==> config.mk <==
export PLATFORM = sky130hd
export DESIGN_NAME = pipe_hazard_ctrl
export DESIGN_NICKNAME = d
export VERILOG_FILES = /design/src/rtl/pipe_pkg.sv /design/src/rtl/pipe_sb_entry.sv /design/src/rtl/pipe_hazard_ctrl.sv
export SDC_FILE = /design/constraint.sdc
export NUM_CORES = 1
export LEC_CHECK = 0
export ABC_AREA = 1
export BUFFER_PORTS_ARGS = -buffer_cell sky130_fd_sc_hd__buf_2
export CORE_ASPECT_RATIO = 1.75
export CORE_MARGIN = 2
export CORE_UTILIZATION = 54
export CTS_CLUSTER_DIAMETER = 100
export DETAILED_ROUTE_END_ITERATION = 10
export PLACE_DENSITY = 0.9
export SYNTH_ARGS = -nofsm -noshare
export SYNTH_HDL_FRONTEND = slang
export SYNTH_HIERARCHICAL = 1
export SYNTH_SLANG_ARGS = --single-unit
==> constraint.sdc <==
create_clock -name clk -period 2.12 [get_ports clk]
set_clock_uncertainty 0.1 [all_clocks]
set_input_delay 0.318 -clock clk [delete_from_list [all_inputs] [get_ports clk]]
set_output_delay 0.318 -clock clk [all_outputs]
set_load 0.1 [all_outputs]
==> src/rtl/pipe_pkg.sv <==
// pipe_pkg: shared types for the pipeline hazard controller
//   FWD_* : EX operand select encodings
//   sb_entry_t : one in-flight register writer record
//   state_t : controller state encoding
package pipe_pkg;
    localparam logic [1:0] FWD_RF  = 2'b00;
    localparam logic [1:0] FWD_WB  = 2'b01;
    localparam logic [1:0] FWD_MEM = 2'b10;

    typedef struct packed {
        logic       valid;
        logic [4:0] wreg;
        logic       rfwe;
        logic       mtorf;
    } sb_entry_t;

    typedef enum logic {RUN = 1'b0, MEM_WAIT = 1'b1} state_t;

    // $0 is never a writer, so it can never match and never forwards
    function automatic logic is_writer(sb_entry_t e);
        return e.valid & e.rfwe & (e.wreg != 5'd0);
    endfunction

    // newest producer (EX) takes priority over the older one (MEM)
    function automatic logic [1:0] fwd_sel(logic [4:0] r, sb_entry_t ex, sb_entry_t mem);
        return (is_writer(ex) && ex.wreg == r) ? FWD_MEM :
               (is_writer(mem) && mem.wreg == r) ? FWD_WB : FWD_RF;
    endfunction
endpackage

==> src/rtl/pipe_sb_entry.sv <==
// pipe_sb_entry: one scoreboard register
//   clk, rst : clock, async active-high reset (entry invalid)
//   hold     : keep current contents
//   clr      : load an invalid entry (bubble)
//   d, q     : next / current entry
module pipe_sb_entry
    import pipe_pkg::*;
(
    input  logic      clk,
    input  logic      rst,
    input  logic      hold,
    input  logic      clr,
    input  sb_entry_t d,
    output sb_entry_t q
);
    always_ff @(posedge clk or posedge rst) begin
        if (rst)
            q <= '0;
        else if (!hold)
            q <= clr ? '0 : d;
    end
endmodule

==> src/rtl/pipe_hazard_ctrl.sv <==
// pipe_hazard_ctrl: load-use stall, branch/jump flush, EX forwarding and memory freeze
//   inputs : ID instruction fields, id_jump, ex_branch_taken, dm_access/dm_ready
//   outputs: stall_if, stall_id, flush_id, bubble_ex, freeze (combinational),
//            fwd_a/fwd_b (registered EX selects), stall_cnt (saturating)
module pipe_hazard_ctrl
    import pipe_pkg::*;
#(
    parameter int CNT_W = 16
) (
    input  logic             clk,
    input  logic             rst,
    input  logic             id_valid,
    input  logic [4:0]       id_rs,
    input  logic [4:0]       id_rt,
    input  logic             id_uses_rs,
    input  logic             id_uses_rt,
    input  logic             id_rfwe,
    input  logic             id_mtorf,
    input  logic [4:0]       id_wreg,
    input  logic             id_jump,
    input  logic             ex_branch_taken,
    input  logic             dm_access,
    input  logic             dm_ready,
    output logic             stall_if,
    output logic             stall_id,
    output logic             flush_id,
    output logic             bubble_ex,
    output logic             freeze,
    output logic [1:0]       fwd_a,
    output logic [1:0]       fwd_b,
    output logic [CNT_W-1:0] stall_cnt
);
    state_t    state;
    sb_entry_t id_e, ex_e, mem_e;
    logic      load_use;

    assign id_e = '{valid: id_valid, wreg: id_wreg, rfwe: id_rfwe, mtorf: id_mtorf};

    assign load_use = id_valid & is_writer(ex_e) & ex_e.mtorf &
                      ((id_uses_rs & (ex_e.wreg == id_rs)) | (id_uses_rt & (ex_e.wreg == id_rt)));

    assign freeze    = !dm_ready & ((state == MEM_WAIT) | dm_access);
    // a taken branch squashes the dependent instruction, so the load-use stall is moot
    assign stall_if  = !freeze & !ex_branch_taken & load_use;
    assign stall_id  = stall_if;
    assign bubble_ex = !freeze & (ex_branch_taken | load_use);
    assign flush_id  = !freeze & (ex_branch_taken | (id_jump & id_valid));

    pipe_sb_entry u_ex  (.clk(clk), .rst(rst), .hold(freeze), .clr(bubble_ex), .d(id_e), .q(ex_e));
    pipe_sb_entry u_mem (.clk(clk), .rst(rst), .hold(freeze), .clr(1'b0),      .d(ex_e), .q(mem_e));

    always_ff @(posedge clk or posedge rst) begin
        if (rst) begin
            state     <= RUN;
            fwd_a     <= FWD_RF;
            fwd_b     <= FWD_RF;
            stall_cnt <= '0;
        end else begin
            state <= (state == RUN) ? ((dm_access & !dm_ready) ? MEM_WAIT : RUN)
                                    : (dm_ready ? RUN : MEM_WAIT);
            if (!freeze) begin
                fwd_a <= bubble_ex ? FWD_RF : fwd_sel(id_rs, ex_e, mem_e);
                fwd_b <= bubble_ex ? FWD_RF : fwd_sel(id_rt, ex_e, mem_e);
            end
            if ((stall_if | freeze) && (stall_cnt != '1))
                stall_cnt <= stall_cnt + 1'b1;
        end
    end
endmodule

# Word-level counts from Yosys, hierarchy flattened
# Index checks and enable logic that the tools add are counted.
totals:
  inputBits: 26
  ff_bits: 36
  ram_bits: 0
  memories: 0
  latch_bits: 0
  rom_bits: 0
  wordCells: 58
  output_inout_bits: 25
classes:
  muxes: 10
  bitwise: 21
  n_div: 0
  n_lt_le_gt_ge: 0
  reduce_logical: 10
  multipliers: 0
  eq_ne: 5
  n_addsub: 1
  shifts: 0
ops:
  columns: ["operator", "count"]
  rows:
  - ["$eq A5 B5 Y1", 4]
  - ["$add A16 B1 Y16 const B", 1]
  - ["$and A1 B1 Y1", 16]
  - ["$ne A16 B16 Y1 const B", 1]
  - ["$reduce_bool A5 Y1", 2]
  - ["$mux W2", 4]
  - ["$mux W8", 1]
  - ["$logic_and A1 B1 Y1", 5]
  - ["$mux W1", 5]
  - ["$or A1 B1 Y1", 5]
  - ["$logic_not A1 Y1", 3]

# Logic depth before layout (Yosys ltp)
# Gate-level depths: netlist of the first run.
depth:
  depth_word: 8
  ltp_mapped: 12

# Hierarchy
# The synthesis of the first run kept the hierarchy.
by_module_without_submodules:
  columns: ["mod", "n_inst", "seq_area_each_um2", "cells_per_inst", "area_each_um2"]
  rows:
  - ["pipe_hazard_ctrl", 1, 525.5, 241, 1630.3]
  - ["pipe_sb_entry", 2, 200.2, 35, 325.3]

# Worst setup path after synthesis of the first run
# No wires, ideal clock.
synth_timing:
  path_type: "register -> output"
  start: "register u_ex/q[2] in the netlist's numbering"
  end: "output port bubble_ex"
  t_required_ns: 1.702
  setup_slack_ns: -1.002
  arrival_ns: 2.704
  stages_incl_launch_ff: 7
  path_cell_list: "dfrtp_1 -> xor2_1 -> nor2_1 -> nand4_1 -> nand2_1 -> nand2_1 -> a21oi_1"
synth_via:
  elab_chain_len: 7
synth_lines:
  columns: ["item", "line_no", "source"]
  rows:
  - ["start, declared", "pipe_sb_entry.sv:14", "output sb_entry_t q"]
  - ["start signal, assigned", "pipe_sb_entry.sv:20", "q <= clr ? '0 : d;"]
  - ["$reduce_bool A5 Y1", "pipe_pkg.sv:21", "return e.valid & e.rfwe & (e.wreg != 5'd0);"]
  - ["$and A1 B1 Y1", "pipe_pkg.sv:21", null]
  - ["$and A1 B1 Y1 (2 in series)", "pipe_hazard_ctrl.sv:39", "assign load_use = id_valid & is_writer(ex_e) & ex_e.mtorf &"]
  - ["$and A1 B1 Y1 (*)", "pipe_hazard_ctrl.sv:39", null]
  - ["$or A1 B1 Y1 (*)", "pipe_hazard_ctrl.sv:46", "assign bubble_ex = !freeze & (ex_branch_taken | load_use);"]
  - ["$and A1 B1 Y1 (*)", "pipe_hazard_ctrl.sv:46", null]
  - ["end, declared", "pipe_hazard_ctrl.sv:27", "output logic bubble_ex,"]
# Every way passes the cells marked *; elsewhere a longest branch is shown, timed or not.

# Worst setup path after layout of the first run
layout_timing:
  start: "register u_ex/q[5] in the netlist's numbering"
  end: "output port bubble_ex"
# Same word-level chain as after synthesis.

==> summary.txt, run 1 <==
Floorplanning
  • Die span in y: just under 90 microns
  • Die X: 52.74 microns
  • Top-Level Pins: 51
  • Rows: 31
  • Initial Util: around 55%
  • Placeable Area: 0.004073 sq mm
  • Total Die Area: 0.004709 sq mm

Timing
  • Final Max Slew Viols: 0
  • Fin. Hold Viols: 0
  • Worst hold margin: 125.8 ps
  • Final worst path period share: 102.8%
  • Unrepaired setup endpoints after global routing: true
  • Max-slew headroom: between 60% and 70%
  • Worst slew pin tran: approximately 560 ps
  • Fin crit period: about 2200 ps
  • Maximum clock frequency: roughly 0.46 GHz
  • Final Setup Violations: 3
  • Final setup margin: -59.96 ps

Clock tree
  • CTS tree: yes
  • Htree depth: 2
  • Clock Latency Late Sink: 280 ps
  • Root Driver: clkbuf_8
  • Clock-pin slew on the worst setup and hold paths: ~70 ps
  • CTS buffer count: 5
  • CTS sink cnt: 36
  • Longest Clk Path Bufs: 2

Setup path
  • CP Data Arrival Time: 1760 ps
  • Reg2reg path depth: 12
  • Critical path type: reg -> out
  • Critical path startpoint category: flop
  • CP startpoint: u_ex/q[5]
  • Critical Path Sink Type: output pin
  • Critical Path Fanout Max: 6
  • CP required: approximately 1700 ps
  • Reg-to-reg endpoint: stall_cnt[4]
  • Reg2Reg Launch Point: u_ex/q[5]
  • Crit path to: bubble_ex
  • Flop2flop setup slack: around 140 ps

Power and ir drop
  • Peak supply drop: around 1.2 mV
  • P_leak: about 1.6 nW
  • Power Dens Cells: roughly 770 mW/mm^2

Yosys
  • Synth Cell Area: 0.002245 sq mm
  • Mean post-synth cell area: about 7.3 sq um
  • Synth warnings: 6
  • Synthesized Nets: 334
  • Post-Syn Instances: just over 300

Run status
  • Status: finished, violations left
  • Failing checks: setup timing

Detailed routing
  • Final Routed Wirelength: roughly 5.6 mm
  • Vias: 2172
  • Via-to-Cell Ratio: roughly 5.2
  • Drt pass-1 iters: 4
  • Antenna Violating Nets Remaining: 0
  • DR WL/cell: 13.55 microns
  • DRC: 0
  • Drt first-iter violations: 62

Finish
  • Finished Cell Area: about 0.0028 sq mm
  • Layout fillers: 341
  • Share of cells above drive strength 1: 30.14%
  • Nets: just under 400
  • Area growth syn-to-layout: 26.42%
  • ANT cells: 0
  • Util after Layout: 69.68%

Worst hold path
  • Worst min path class: in -> reg
  • Hold Path Origin: id_wreg[2]

Global routing
  • GR Util All Layers: ~25%
  • Largest net degree at the start of global routing: 22
  • Vias in the first global route: between 2000 and 2500
  • First-pass GRT wire length: 8.618 mm
  • Grt total ovfl: 0
  • Antenna violations before repair: 0

Place
  • Post-DP Area: between 0.002 and 0.003 sq mm
  • Setup slack at placement: around 140 ps
  • HPWL after DPL: ~4.0 mm
  • I/O Buffers: 50
  • Routability cong.: ~0.8

Run
  • Max_cap viols: 0
placed cells by master (no fill, tap or decap), types with 2 or more instances in the layout:
cell	n
buf_4	7
dfrtp_2	12
clkinvlp_4	2
nand3_2	4
nand3_1	28
xnor2_1	10
dfrtp_1	24
nor2_8	2
xor2_1	13
nor2_1	13
clkbuf_8	5
nor2_2	6
nand2_1	126
nand4_1	3
inv_2	5
nand2_2	3
nand2_4	2
nor3_1	9
nor3_4	2
buf_2	46
buf_12	4
inv_1	24
nor2_4	3
stage by stage:
stage	power (mW)	TNS, ps	cells
after global routing	2.271	-407.0	414
after floorplan	1.401	-3274	307
after global placement	1.539	0	402
after CTS	2.179	-102.3	411
final	2.176	-96.21	414
after detailed placement	1.560	0	402
power by group:
group / total, mW / switching (mW) / internal [mW]
clock: 0.598 / 0.250 / 0.348
sequential: 0.864 / 0.103 / 0.761
combinational: 0.714 / 0.535 / 0.180
total: 2.18 / 0.888 / 1.29
area by class of cell:
cell class	count	area, sq um	area share [%]
multi-input combinational	232	1249	44.00
sequential	36	915.9	32.28
tap	49	61.31	2.160
clock buffer	5	68.82	2.425
clock inverter	3	42.54	1.499
timing repair buffer	59	384.1	13.54
inverter	30	116.4	4.101
what timing repair did:
action	CTS	global route
resized for setup	15	7
pin swaps	4	5
setup endpoints to repair	3	4
hold endpoints to repair	36	0
gates cloned	0	0
setup buffers	0	3
hold buffers	1	0
state kept, by name, indices dropped and copies added, names as in the netlist:
name	flops
fwd_b	2
state	1
stall_cnt	16
u_mem/q	7
fwd_a	2
u_ex/q	8
critical path: stages (launching register included):
cell     delay (ps)
dfrtp_2         440
inv_2            60
nand2_1          60
nand2_1          60
nor2_2          150
nand4_1         120
nand2_2         140
nand2_4          80
a21oi_4         170
buf_12          190
worst min path at each step:
stage / to / slack, ps / cells after the start
final: u_ex/q[4] / 130 / 3
after global routing: u_ex/q[5] / 130 / 3
after CTS: u_ex/q[3] / 110 / 3
after detailed placement: u_mem/q[1] / 180 / 2
after global placement: u_mem/q[4] / 180 / 2
after floorplan: u_mem/q[1] / 20 / 1
metal layers:
metal | vias up | routed length [microns] | GRT usage (%) | part of all wire (%)
met5 | - | 0 | 0 | 0
met4 | 0 | 119 | 7.692 | 2.1
met3 | 14 | 224 | 3.679 | 4.0
met2 | 68 | 3257 | 48.75 | 58
met1 | 1023 | 2009 | 24.95 | 36
li1 | 1067 | - | - | -
No activity file was read; power rests on OpenSTA's default activity.
==> inputs of run 2 (changes only) <==
--- a/config.mk
+++ b/config.mk
@@ -13,7 +13,7 @@
 export CTS_CLUSTER_DIAMETER = 100
 export DETAILED_ROUTE_END_ITERATION = 10
 export PLACE_DENSITY = 0.9
+export SLEW_MARGIN = 20
 export SYNTH_ARGS = -nofsm -noshare
 export SYNTH_HDL_FRONTEND = slang
-export SYNTH_HIERARCHICAL = 1
 export SYNTH_SLANG_ARGS = --single-unit
==> run 2 against run 1 <==
Net effect:
- the flow still finishes with violations (setup timing)
- fmax is 0.55% lower
- sequential power is 2% lower
- sequential share of layout area is 0.68 points higher
- largest power group unchanged
- setup slack worse by 12 ps
- hold slack worse by 100 ps
- critical path depth is 2 higher
- global-route usage is 2.9 points higher
- critical endpoint unchanged
==> summary.txt, run 2 <==
Run status
  • Status: finished, violations left
  • Failing checks: setup timing

Finish
  • ANT cells: 0 (unchanged)
  • Top reg by flops: stall_cnt
  • Nets: 386 (-1.3%)
  • Largest regs: stall_cnt: 16 flops, u_ex.q: 8 flops, u_mem.q: 7 flops
  • Finished Cell Area: 0.002775 sq mm (-2.2%)
  • Finished Layout Cells: 408 (-1.4%)
  • Most common cell after layout, fill and taps aside: nand2_1
  • Layout fillers: 292 (-14%)
  • Area growth syn-to-layout: 27.54%
  • Commonest non-fill, non-tap cells in the layout: nand2_1, buf_2, nand3_1, inv_1, dfrtp_1
  • Share of cells above drive strength 1: 29.44% (-0.69 points)
  • Max FFs per register: 16 (unchanged)

Global routing
  • Antenna violations before repair: 0 (unchanged)
  • First-pass GRT wire length: 9.156 mm (+6.2%)
  • GR Util All Layers: 27.37% (+2.9 points)
  • Largest net degree at the start of global routing: 20 (-9.1%)
  • Grt total ovfl: 0 (unchanged)
  • Vias in the first global route: 2114 (+4.5%)

Detailed routing
  • Via-to-Cell Ratio: 5.355 (+2.1%)
  • Uppermost layer routed: met4
  • Final Routed Wirelength: 5.841 mm (+4.1%)
  • Post-Route M1 WL: 2.072 mm (+3.1%)
  • Wire length on met2: 3.260 mm (about the same)
  • Drt pass-1 iters: 4 (unchanged)
  • Vias: 2185 (+0.60%)
  • Met3 wire len: 271 microns (+21%)
  • DR WL/cell: 14.32 microns (+5.6%)
  • DRC: 0 (unchanged)
  • Antenna Violating Nets Remaining: 0 (unchanged)
  • Drt first-iter violations: 76 (+23%)

Power and ir drop
  • Power Dens Cells: 762.1 mW/mm^2 (-0.63%)
  • P_leak: 1.491 nW (-4.5%)
  • Peak supply drop: 0.8047 mV (-34%)
  • Overall Power: 2.115 mW (-2.8%)

Setup path
  • Buf+Inv Stages, Crit Path: 3 (+1)
  • Crit path largest cell delay: 430 ps (about the same)
  • Worst path slowest cell: dfrtp_1
  • Critical path startpoint category: flop
  • Cell mode on critical path: nand2_2
  • CP required: 1700 ps (about the same)
  • Critical Path Sink Type: output pin
  • Critical Path Fanout Max: 4 (-2)
  • CP Data Arrival Time: 1770 ps (about the same)
  • Critical path type: reg -> out
  • Top delay family on crit path: simple AND/OR/NAND/NOR gates
  • CP Cell Sequence: inv_2 -> nand2_2 -> nand2_2 -> nor2_4 -> nand4_1 -> nand2_2 -> nand2_2 -> nand2_2 -> nand2_2 -> inv_2 -> buf_12

Floorplanning
  • Initial Util: 56.28% (+1.2 points)
  • Die span in y: 87.97 microns (-1.5%)
  • Die X: 51.99 microns (-1.4%)
  • Total Die Area: 0.004573 sq mm (-2.9%)
  • Rows: 30 (-3.2%)
  • Placeable Area: 0.003866 sq mm (-5.1%)
  • Top-Level Pins: 51 (unchanged)

Clock tree
  • Root Driver: clkbuf_8
  • CTS tree: yes
  • CTS buffer count: 5 (unchanged)
  • CTS sink cnt: 36 (unchanged)
  • Longest Clk Path Bufs: 2 (unchanged)
  • Clock-pin slew on the worst setup and hold paths: 70 ps (about the same)
  • Clock Latency Late Sink: 290 ps (about the same)
  • Htree depth: 2 (unchanged)

Yosys
  • Post-Syn Instances: 297 (-3.3%)
  • Async set-reset flop share out of synthesis: 100.0%
  • Synth Cell Area: 0.002176 sq mm (-3.1%)
  • Dominant cells by area after synthesis: dfrtp_1, nand2_1, nand3_1
  • Unique masters post-synth: 25
  • Synth warnings: 0 (-6)
  • EDFF count, synth: 0
  • Mean post-synth cell area: 7.326 sq um (+0.20%)
  • Most used standard cell by instance count after synthesis: nand2_1
  • Leading area contributor after synthesis: dfrtp_1
  • Sequential share of the synthesized area: 41.40%
  • Synthesized Nets: 324 (-3.0%)
  • Post-synth top cells: nand2_1, dfrtp_1, nand3_1, inv_1, nor2_1
  • Synthesized flop and latch total: 36
  • Top FF cell, synth: dfrtp_1
  • Area share of the largest cell type after synthesis: roughly 41%

Place
  • HPWL after DPL: 4.463 mm (+10%)
  • Setup slack at placement: 191.6 ps (+47.29 ps)
  • Post-DP Area: 0.002575 sq mm (-1.7%)
  • Dpl cells: 393 (-2.2%)
  • Routability cong.: 0.8515 (+4.2%)
  • I/O Buffers: 50 (unchanged)

Worst hold path
  • Worst min path class: in -> async

Timing
  • Final Max Slew Viols: 0 (unchanged)
  • Fin crit period: 2192 ps (+12.03 ps)
  • Final setup TNS: -141.1 ps (-44.94 ps)
  • Final setup margin: -71.99 ps (-12.03 ps)
  • Unrepaired setup endpoints after global routing: true
  • Worst slew pin tran: 682.1 ps (+126.2 ps)
  • Maximum clock frequency: 0.4562 GHz (-0.55%)
  • Max-slew headroom: 54.48% (-8.2 points)
  • Fin. Hold Viols: 0 (unchanged)
  • Final worst path period share: 103.4% (+0.57 points)
  • Final Setup Violations: 3 (unchanged)

Run
  • Max_cap viols: 0 (unchanged)
[run 2: what timing repair did]
| item | in CTS | in global routing |
|---|---|---|
| hold endpoints to repair | 0 | 0 |
| pin swaps | 1 | 7 |
| setup endpoints to repair | 3 | 3 |
| setup buffers | 1 | 6 |
| resized for setup | 2 | 13 |
| hold buffers | 0 | 0 |
[run 2: metal layers]
metal	vias to the layer above	GRT usage, %
li1	1060	-
met3	20	4.266
met1	1025	26.12
met2	80	52.36
met5	-	0
met4	0	16.03
[run 2: worst register-to-register path, cell delays in order (launching register included)]
cell and delay (ps):
dfrtp_4 510, ha_1 230, nand2_1 90, nor2_2 60
nand3_2 120, nor2_4 70, nand3_4 90, inv_1 80
nor3_1 260, nand2_1 100, nand2_1 70, nand2_1 50
[run 2: path summary, 6_finish.rpt]
check                      slack, ps      endpoint  cells after the start    startpoint
max                              -70     bubble_ex                     11     u_ex.q[4]
min reg2reg                      380         state                      2         state
min                               20         state                      2           rst
max reg2reg                      210  stall_cnt[8]                     11  stall_cnt[0]
min in group clk                  90         state                      2      dm_ready
max in group asynchronous       1190     u_ex.q[0]                      3           rst
[run 2: stage by stage]
step	hold slack, ps	utilization, %
final	22.59	71.78
after global routing	99.49	71.78
after floorplan	284.4	-
after detailed placement	357.1	66.60
after global placement	349.6	66.60
after CTS	44.28	69.64
[run 2: report_power, final]
group	total (mW)	internal, mW	switching (mW)
clock network	0.594	0.349	0.245
registers	0.847	0.763	0.0838
logic	0.674	0.174	0.500
[run 2: cells by family (layout without fill, tap and decap cells)]
kind of cell,after synthesis,after routing,share of synthesized area (%)
adder cells (fa/ha/maj),1,1,0.5750
flip-flops,36,36,41.40
AND/OR/NAND/NOR,182,182,37.44
XOR/XNOR,19,19,7.648
buffers and inverters,43,106,9.258
AO/OA/AOI/OAI,16,16,3.680
[run 2: cell type report]
cell class	instances	area (sq um)	area share, %
well taps	48	60.06	2.164
multi-input cells	218	1121	40.40
flip-flops and latches	36	914.6	32.96
clock buffers	6	72.57	2.615
repair buffers	64	440.4	15.87
clock inverters	2	35.03	1.262
inverters	34	131.4	4.734
